**src/rtl/rr_mux_pkg.sv**
```systemverilog
// Shared constants and helpers for the round-robin / fixed-select registered multiplexer.
package rr_mux_pkg;

    localparam int   N_CH_DEF   = 4;
    localparam int   WIDTH_DEF  = 8;
    localparam logic MODE_RR    = 1'b0;
    localparam logic MODE_FIXED = 1'b1;

    // Converts a one-hot vector of up to 16 channels to its index; all-zero maps to 0.
    function automatic logic [3:0] onehot_to_idx(input logic [15:0] onehot);
        logic [3:0] idx;
        idx = 4'd0;
        for (int i = 0; i < 16; i++) begin
            idx = idx | ({4{onehot[i]}} & 4'(i));
        end
        return idx;
    endfunction

endpackage

```
**src/rtl/rr_prio_pick.sv**
```systemverilog
// Rotating priority picker: grants the first requester strictly after ptr, wrapping modulo N_CH.
module rr_prio_pick #(
    parameter int N_CH  = 4,
    parameter int SEL_W = 2
) (
    input  logic [N_CH-1:0]  req,
    input  logic [SEL_W-1:0] ptr,
    output logic [N_CH-1:0]  gnt
);

    logic [SEL_W-1:0] pos_s;
    logic             found_s;

    // Scan ptr+1 .. ptr+N_CH; the last offset revisits ptr itself so a lone requester still wins.
    always_comb begin
        gnt     = '0;
        found_s = 1'b0;
        pos_s   = '0;
        for (int k = 1; k <= N_CH; k++) begin
            pos_s      = SEL_W'((int'(ptr) + k) % N_CH);
            gnt[pos_s] = req[pos_s] & ~found_s;
            found_s    = found_s | req[pos_s];
        end
    end

endmodule

```
**src/rtl/rr_mux_reg.sv**
```systemverilog
// N-channel registered multiplexer with valid/ready handshake, round-robin or fixed-select grant.
module rr_mux_reg
    import rr_mux_pkg::*;
#(
    parameter int N_CH  = N_CH_DEF,
    parameter int WIDTH = WIDTH_DEF,
    parameter int SEL_W = 2
) (
    input  logic                  clk,
    input  logic                  rst,
    input  logic                  mode,
    input  logic [SEL_W-1:0]      sel,
    input  logic [N_CH-1:0]       in_valid,
    input  logic [N_CH*WIDTH-1:0] in_data,
    output logic [N_CH-1:0]       in_ready,
    output logic                  out_valid,
    output logic [WIDTH-1:0]      out_data,
    output logic [SEL_W-1:0]      out_ch,
    input  logic                  out_ready
);

    logic [N_CH-1:0]  sel_onehot_s;
    logic [N_CH-1:0]  elig_s;
    logic [N_CH-1:0]  gnt_s;
    logic             load_s;
    logic [WIDTH-1:0] gnt_data_s;
    logic [15:0]      gnt_ext_s;
    logic [SEL_W-1:0] gnt_idx_s;
    logic [SEL_W-1:0] ptr_r;
    logic             out_valid_r;
    logic [WIDTH-1:0] out_data_r;
    logic [SEL_W-1:0] out_ch_r;

    // Eligible set: a sel beyond the last channel matches nothing, so nothing is granted.
    always_comb begin
        sel_onehot_s = '0;
        for (int i = 0; i < N_CH; i++) begin
            sel_onehot_s[i] = (sel == SEL_W'(i));
        end
        if (mode == MODE_FIXED) begin
            elig_s = in_valid & sel_onehot_s;
        end else begin
            elig_s = in_valid;
        end
    end

    // In fixed mode elig_s is already one-hot or empty, so the picker passes it through unchanged.
    rr_prio_pick #(
        .N_CH  (N_CH),
        .SEL_W (SEL_W)
    ) u_pick (
        .req (elig_s),
        .ptr (ptr_r),
        .gnt (gnt_s)
    );

    // Handshake: the register can take a beat when empty or draining this cycle.
    always_comb begin
        load_s = ~out_valid_r | out_ready;
        if (rst) begin
            in_ready = '0;
        end else if (load_s) begin
            in_ready = gnt_s;
        end else begin
            in_ready = '0;
        end
    end

    // AND-OR select of the granted channel's data and its index.
    always_comb begin
        gnt_data_s = '0;
        gnt_ext_s  = 16'h0000;
        for (int i = 0; i < N_CH; i++) begin
            gnt_data_s   = gnt_data_s | (in_data[i*WIDTH +: WIDTH] & {WIDTH{gnt_s[i]}});
            gnt_ext_s[i] = gnt_s[i];
        end
        gnt_idx_s = SEL_W'(onehot_to_idx(gnt_ext_s));
    end

    // Output register and round-robin pointer; everything holds under backpressure.
    always_ff @(posedge clk) begin
        if (rst) begin
            out_valid_r <= 1'b0;
            out_data_r  <= '0;
            out_ch_r    <= '0;
            ptr_r       <= SEL_W'(N_CH - 1);
        end else if (load_s) begin
            if (|gnt_s) begin
                out_valid_r <= 1'b1;
                out_data_r  <= gnt_data_s;
                out_ch_r    <= gnt_idx_s;
                ptr_r       <= gnt_idx_s;
            end else begin
                out_valid_r <= 1'b0;
            end
        end
    end

    assign out_valid = out_valid_r;
    assign out_data  = out_data_r;
    assign out_ch    = out_ch_r;

endmodule
```
**config.mk**
```make
export PLATFORM = sky130hd
export DESIGN_NAME = rr_mux_reg
export DESIGN_NICKNAME = d
export VERILOG_FILES = /design/src/rtl/rr_mux_pkg.sv /design/src/rtl/rr_prio_pick.sv /design/src/rtl/rr_mux_reg.sv
export SDC_FILE = /design/constraint.sdc
export NUM_CORES = 1
export LEC_CHECK = 0
export CELL_PAD_IN_SITES_DETAIL_PLACEMENT = 1
export CELL_PAD_IN_SITES_GLOBAL_PLACEMENT = 1
export CORE_ASPECT_RATIO = 1.1
export CORE_MARGIN = 10
export CORE_UTILIZATION = 27
export DETAILED_ROUTE_END_ITERATION = 16
export PLACE_DENSITY = 0.88
export SYNTH_ARGS = -nofsm -noshare
export SYNTH_HDL_FRONTEND = slang
export SYNTH_SLANG_ARGS = --single-unit
```
**constraint.sdc**
```tcl
create_clock -name clk -period 3.3 [get_ports clk]
set_input_delay 0.495 -clock clk [delete_from_list [all_inputs] [get_ports clk]]
set_output_delay 0.495 -clock clk [all_outputs]
set_load 0.01 [all_outputs]
```
Yosys cells after proc, flatten, opt, wreduce, memory -nomap -nowiden
Cells that the tools add are included.
{ "word_totals": {"register_bits": 13, "input_bits": 42, "output_inout_bits": 15, "elab_cells": 70} }
{ "classes": {"add_sub_neg": 4, "n_lt_le_gt_ge": 8, "eq_ne": 3, "mux": 23, "bitwise_logic": 21, "reduce_logical": 7} }
{ "ops": {"columns": ["operator", "n"], "rows": [
  ["8-bit AND", 4],
  ["8-bit bitwise OR", 3],
  ["4-bit bitwise mux", 3],
  ["2-bit by 3-bit < comparator with 1-bit output, second input constant", 4],
  ["4-bit 2-to-1 mux", 3],
  ["1-bit 2-to-1 mux", 9],
  ["4-bit AND", 2],
  ["1-bit binary-select mux with 2-bit select", 4],
  ["1-bit demux with 2-bit select", 4],
  ["2-bit by 1-bit greater-or-equal comparator with 1-bit output, second input constant", 4],
  ["2-bit by 1-bit adder with 2-bit output, second input constant", 2],
  ["2-bit adder, second input constant", 2],
  ["2-bit == test, second input constant", 2],
  ["1-bit logical AND", 4],
  ["1-bit inverter", 4],
  ["4-bit OR reduction", 1],
  ["1-bit AND", 3],
  ["1-bit bitwise OR", 3],
  ["2-bit by 1-bit == test with 1-bit output, second input constant", 1],
  ["2-bit logical NOT", 1],
  ["1-bit by 2-bit bitwise OR with 2-bit output", 1],
  ["2-bit bitwise OR", 1],
  ["2-bit AND reduction", 1]
]} }

Logic depth before layout (Yosys ltp)
{ "logic_depth": {"word_depth": 14, "mapped_depth": 12} }

By module
From an unflattened synthesis, not the netlist that was laid out.
{ "unflattened": {"hier_cells": 115, "area_unflattened_um2": 1146.1} }
{ "by_module_without_submodules": {"columns": ["module", "instances", "cells_per_inst", "area_each_um2"], "rows": [
  ["rr_mux_reg", 1, 81, 752.0],
  ["rr_prio_pick", 1, 34, 394.1]
]} }

Worst setup path after synthesis
OpenSTA, ideal clock, no wires.
{ "synth_path": {"path_type": "flip-flop to output port", "start": "register ptr_r[0]", "end": "output port in_ready[3]", "arrival_ns": 2.692, "t_required_ns": 2.805, "slack_ns": 0.113, "path_stages_with_launch": 10, "path_buffers": 2, "cell_sequence": "dfxtp_1 clkbuf_1 inv_1 ha_1 mux4_2 nand3b_1 a211oi_1 or2_2 clkbuf_1 nor3b_1"} }
{ "synth_between": {"elab_chain_len": 11, "elab_cells_between_ends": 46, "cone_classes": "4 x add/sub; 8 x order compare; 21 x mux; 9 x bitwise; 4 x reduce/logical"} }
{ "synth_lines": {"columns": ["item", "line_no", "rtl"], "rows": [
  ["start: declaration", "rr_mux_reg.sv:29", "logic [SEL_W-1:0] ptr_r;"],
  ["start signal: assignment", "rr_mux_reg.sv:86", "ptr_r <= SEL_W'(N_CH - 1);"],
  ["start signal: assignment", "rr_mux_reg.sv:92", "ptr_r <= gnt_idx_s;"],
  ["2-bit by 1-bit adder with 2-bit output", "rr_prio_pick.sv:20", "pos_s = SEL_W'((int'(ptr) + k) % N_CH);"],
  ["2-bit by 3-bit < comparator with 1-bit output (implied by the code) / 2-bit by 1-bit greater-or-equal comparator with 1-bit output (equally long branches)", "rr_prio_pick.sv:21", "gnt[pos_s] = req[pos_s] & ~found_s;"],
  ["1-bit logical AND (implied by the code)", "rr_prio_pick.sv:21", null],
  ["1-bit 2-to-1 mux (implied by the code)", "rr_prio_pick.sv:21", null],
  ["1-bit demux with 2-bit select", null, null],
  ["4-bit AND (no source line)", null, null],
  ["4-bit bitwise mux (2 in a row)", "rr_prio_pick.sv:21", null],
  ["4-bit bitwise mux *", "rr_prio_pick.sv:21", null],
  ["4-bit 2-to-1 mux *", "rr_mux_reg.sv:62", "end else if (load_s) begin"],
  ["4-bit 2-to-1 mux *", "rr_mux_reg.sv:60", "if (rst) begin"],
  ["end: declaration", "rr_mux_reg.sv:15", "output logic [N_CH-1:0] in_ready,"]
]} }
Mark *: on every way between the ends. The rest lies on a longest branch, timed or not. The select of a mux whose other input is x is not followed.

Worst setup path after layout
{ "layout_path": {"start": "input port in_valid[3]", "end": "register out_data_r[0], in the netlist out_data[0]"} }
{ "layout_between": {"elab_chain_len": 13, "elab_cells_between_ends": 31, "cone_classes": "12 x mux; 17 x bitwise; 2 x reduce/logical"} }
{ "layout_lines": {"columns": ["item", "line_no", "rtl"], "rows": [
  ["start: declaration", "rr_mux_reg.sv:13", "input logic [N_CH-1:0] in_valid,"],
  ["4-bit AND", "rr_mux_reg.sv:41", "elig_s = in_valid & sel_onehot_s;"],
  ["4-bit 2-to-1 mux *", "rr_mux_reg.sv:40", "if (mode == MODE_FIXED) begin"],
  ["1-bit binary-select mux with 2-bit select", "rr_prio_pick.sv:21, rr_prio_pick.sv:22", null],
  ["1-bit 2-to-1 mux (implied by the code)", "rr_prio_pick.sv:21, rr_prio_pick.sv:22", null],
  ["1-bit inverter / 1-bit bitwise OR (equally long branches)", "rr_prio_pick.sv:21, rr_prio_pick.sv:22", null],
  ["1-bit AND (tied with other cells)", "rr_prio_pick.sv:21", null],
  ["4-bit bitwise mux (tied with other cells)", "rr_prio_pick.sv:21", null],
  ["4-bit bitwise mux / 1-bit AND (equally long branches)", "rr_prio_pick.sv:21", null],
  ["4-bit bitwise mux *", "rr_prio_pick.sv:21", null],
  ["8-bit AND", "rr_mux_reg.sv:74", "gnt_data_s = gnt_data_s | (in_data[i*WIDTH +: WIDTH] & {WIDTH{gnt_s[i]}});"],
  ["8-bit bitwise OR (3 in a row)", "rr_mux_reg.sv:74", null],
  ["end signal: assignment", "rr_mux_reg.sv:90", "out_data_r <= gnt_data_s;"],
  ["end: declaration", "rr_mux_reg.sv:31", "logic [WIDTH-1:0] out_data_r;"]
]} }
Marked as above.
A chain may end at the register's enable or synchronous reset.

==> impl_results.md <==
* Total gr overflow at 0
* # fillers at 550
* Root Buffer: clkbuf_8
* Leakage at 0.890 nW
* Setup CP Type: input port to flip-flop
* Initial cell density of the core at 27.8%
* First-pass GRT wire length at 8780 um
* Final std cells w/o fill at 288
* Main synth FF type: dfxtp_1
* IO Port Bufs at 56
* Synth warnings at 0
* Fin crit share at 97.7%
* Gr usage total at 13.3%
* CTS Sinks at 13
* DR iter-0 viols at 65
* Crit. End Element: flip-flop
* Proportion of layout cells with a drive suffix above 1 at 27.2%
* Mapped Nets at 202
* Die height at 92.3 um
* Drt drc at 0
* Max frequency at 310 MHz
* Clock-pin slew on the worst setup and hold paths at 60 ps
* Endpoints failing setup at 0
* VDD IR max at 0.743 mV
* Detail Route Antenna Nets at 0
* Crit path time final at 3220 ps
* Gpl congestion at 0.847
* FFs w/ async S/R, synth at 0%
* DRT Wirelength at 5650 um
* Worst Path Required at 3460 ps
* Outcome: complete, no violations
* CTS tree: yes
* Layout Nets at 283
* RSZ-0062 raised after global routing: false
* DIE AREA at 7910 um2
* Critical Path AT at 3380 ps
* Vias in the first global route at 1,738
* Post-Route Skew at 5.85 ps
* Die X at 85.7 um
* CP Launch Type: input port
* MaxCap Viol Count at 0
* Average routed wire per standard cell at 19.6 um
* Area Overhead vs Synth at 72.3%
* Max clock buf depth at 2
* Antenna violations before repair at 0
* Post-synth EDFFs at 0
* Clock Latency Late Sink at 240 ps
* N_diodes at 0
* Synth cell types at 49
* Largest net degree at the start of global routing at 17
* Placeable Area at 4620 um2
* Worst-margin pin slew at 404 ps
* Cts bufs inserted at 3
* Max-slew violations at 0
* Cell Pwr Density at 997 nW/um2
* Worst relative slew slack at 73.1%
* Worst Hold Class: flip-flop to flip-flop
* Top Ports at 57
* Setup TNS at 0 ps
* Mapped Cells at 152
* Vias/cell at 5.43
* H-Tree Depth at 1
* HPWL after DPL at 4110 um
* Post-synthesis cell area at 1280 um2
* Final hold viol count at 0
* Vias at 1,563
* Router iterations before antenna repair at 4
* Worst Path Max Fanout at 8
* Site row count at 26
* Dpl cells at 279
* Synthesis-stage register bit count at 13
* Seq/Total Area, Yosys at 20.3%
* Syn_area_per_cell at 8.44 um2
-- through the flow --
step                utilization, %  cell area [um2]  setup WS (ps)  total power (W)  hold slack [ps]
floorplan                        -             1280            113          0.00125              518
global placement              44.3             2040           -591          0.00178              487
detailed placement            44.3             2040           -652          0.00183              495
CTS                           47.0             2170           9.75          0.00206              502
global route                  47.8             2210           18.7          0.00237              526
finish                        47.8             2210           76.7          0.00220              498
-- per-layer routing --
layer  wire length [um]  global-route usage [%]  vias up  part of all wire (%)
met5                  0                       0        -                     0
met4                119                    3.16        0                   2.1
met3                214                    2.74       10                   3.8
met2               2990                    24.9       38                    53
met1               2330                    14.8      771                    41
li1                   -                       -      744                     -
-- logic make-up (layout without fill, tap and decap cells) --
group | count (synthesis) | in the layout | synth area share [%]
simple gates | 62 | 62 | 24.9
flops | 13 | 13 | 20.3
mux | 4 | 4 | 5.07
compound gates | 52 | 53 | 37.6
buf+inv | 13 | 92 | 4.39
fa+ha+maj | 8 | 8 | 7.81
-- cell usage after synthesis, drive strengths merged (3+ instances only) --
cell    count  area (um2)
o21ai       3        15.0
dfxtp      13         260
ha          8         100
nand3       3        15.0
nor2       15        56.3
and2        3        21.3
nor2b      10        62.6
nor3        3        15.0
a21oi       5        25.0
clkbuf      3        11.3
nor3b       4        30.0
inv         6        22.5
nand2      14        52.6
nand2b      3        18.8
a221oi      9        96.4
a311oi      8        76.3
a21bo       3        30.0
buf         4        22.5
-- report_power, final --
part	leakage, nW	internal, W	switching, W
registers	0.108	0.000228	0.0000409
logic	0.760	0.000838	0.000954
clock network	0.0228	0.0000853	0.0000584
-- area by class of cell --
type / count / area [um2] / area share (%)
tap: 56 / 70.1 / 3.17
clock buffer: 4 / 45.0 / 2.04
sequential: 13 / 260 / 11.8
inverter: 6 / 22.5 / 1.02
timing repair buffer: 82 / 721 / 32.6
multi-input combinational: 127 / 1090 / 49.4
-- critical path, stage by stage --
cell and delay [ps]:
clkdlybuf4s50_1 450, and2_1 170, mux4_2 470, and2_4 190, buf_4 140, a2111oi_4 390, buf_4 180, a221oi_4 40
o41a_2 600, a311oi_2 240
-- worst paths after layout --
kind	slack (ps)	startpoint	to	depth (start not counted)
setup / recovery	80	in_valid[3]	out_data[0]	10
hold / removal	500	out_data[2]	out_data[2]	2
setup reg to reg	260	ptr_r[0]	out_data[0]	10
hold reg to reg	500	out_data[2]	out_data[2]	2
-- state kept, by name, indices dropped and copies added (netlist names) --
name,count
out_ch,2
out_data,8
ptr_r,2
out_valid,1
-- layout by cell type, fill, tap and decap left out, types with 3 or more instances in the layout --
cell,instances
nor2b_1,9
nand3_1,3
dfxtp_1,13
a221oi_1,7
nand2_1,14
clkbuf_8,3
buf_2,5
a311oi_1,6
inv_1,6
buf_4,26
a21oi_1,5
clkdlybuf4s50_1,46
nor2_1,12
ha_1,8
-- what timing repair did --
action,CTS,global route
endpoints found under the setup margin,14,11
pin swaps,3,6
hold buffers,0,0
setup buffers,4,0
gates cloned,0,1
gates resized for setup,36,21
No activity file was read; power rests on OpenSTA's default activity.
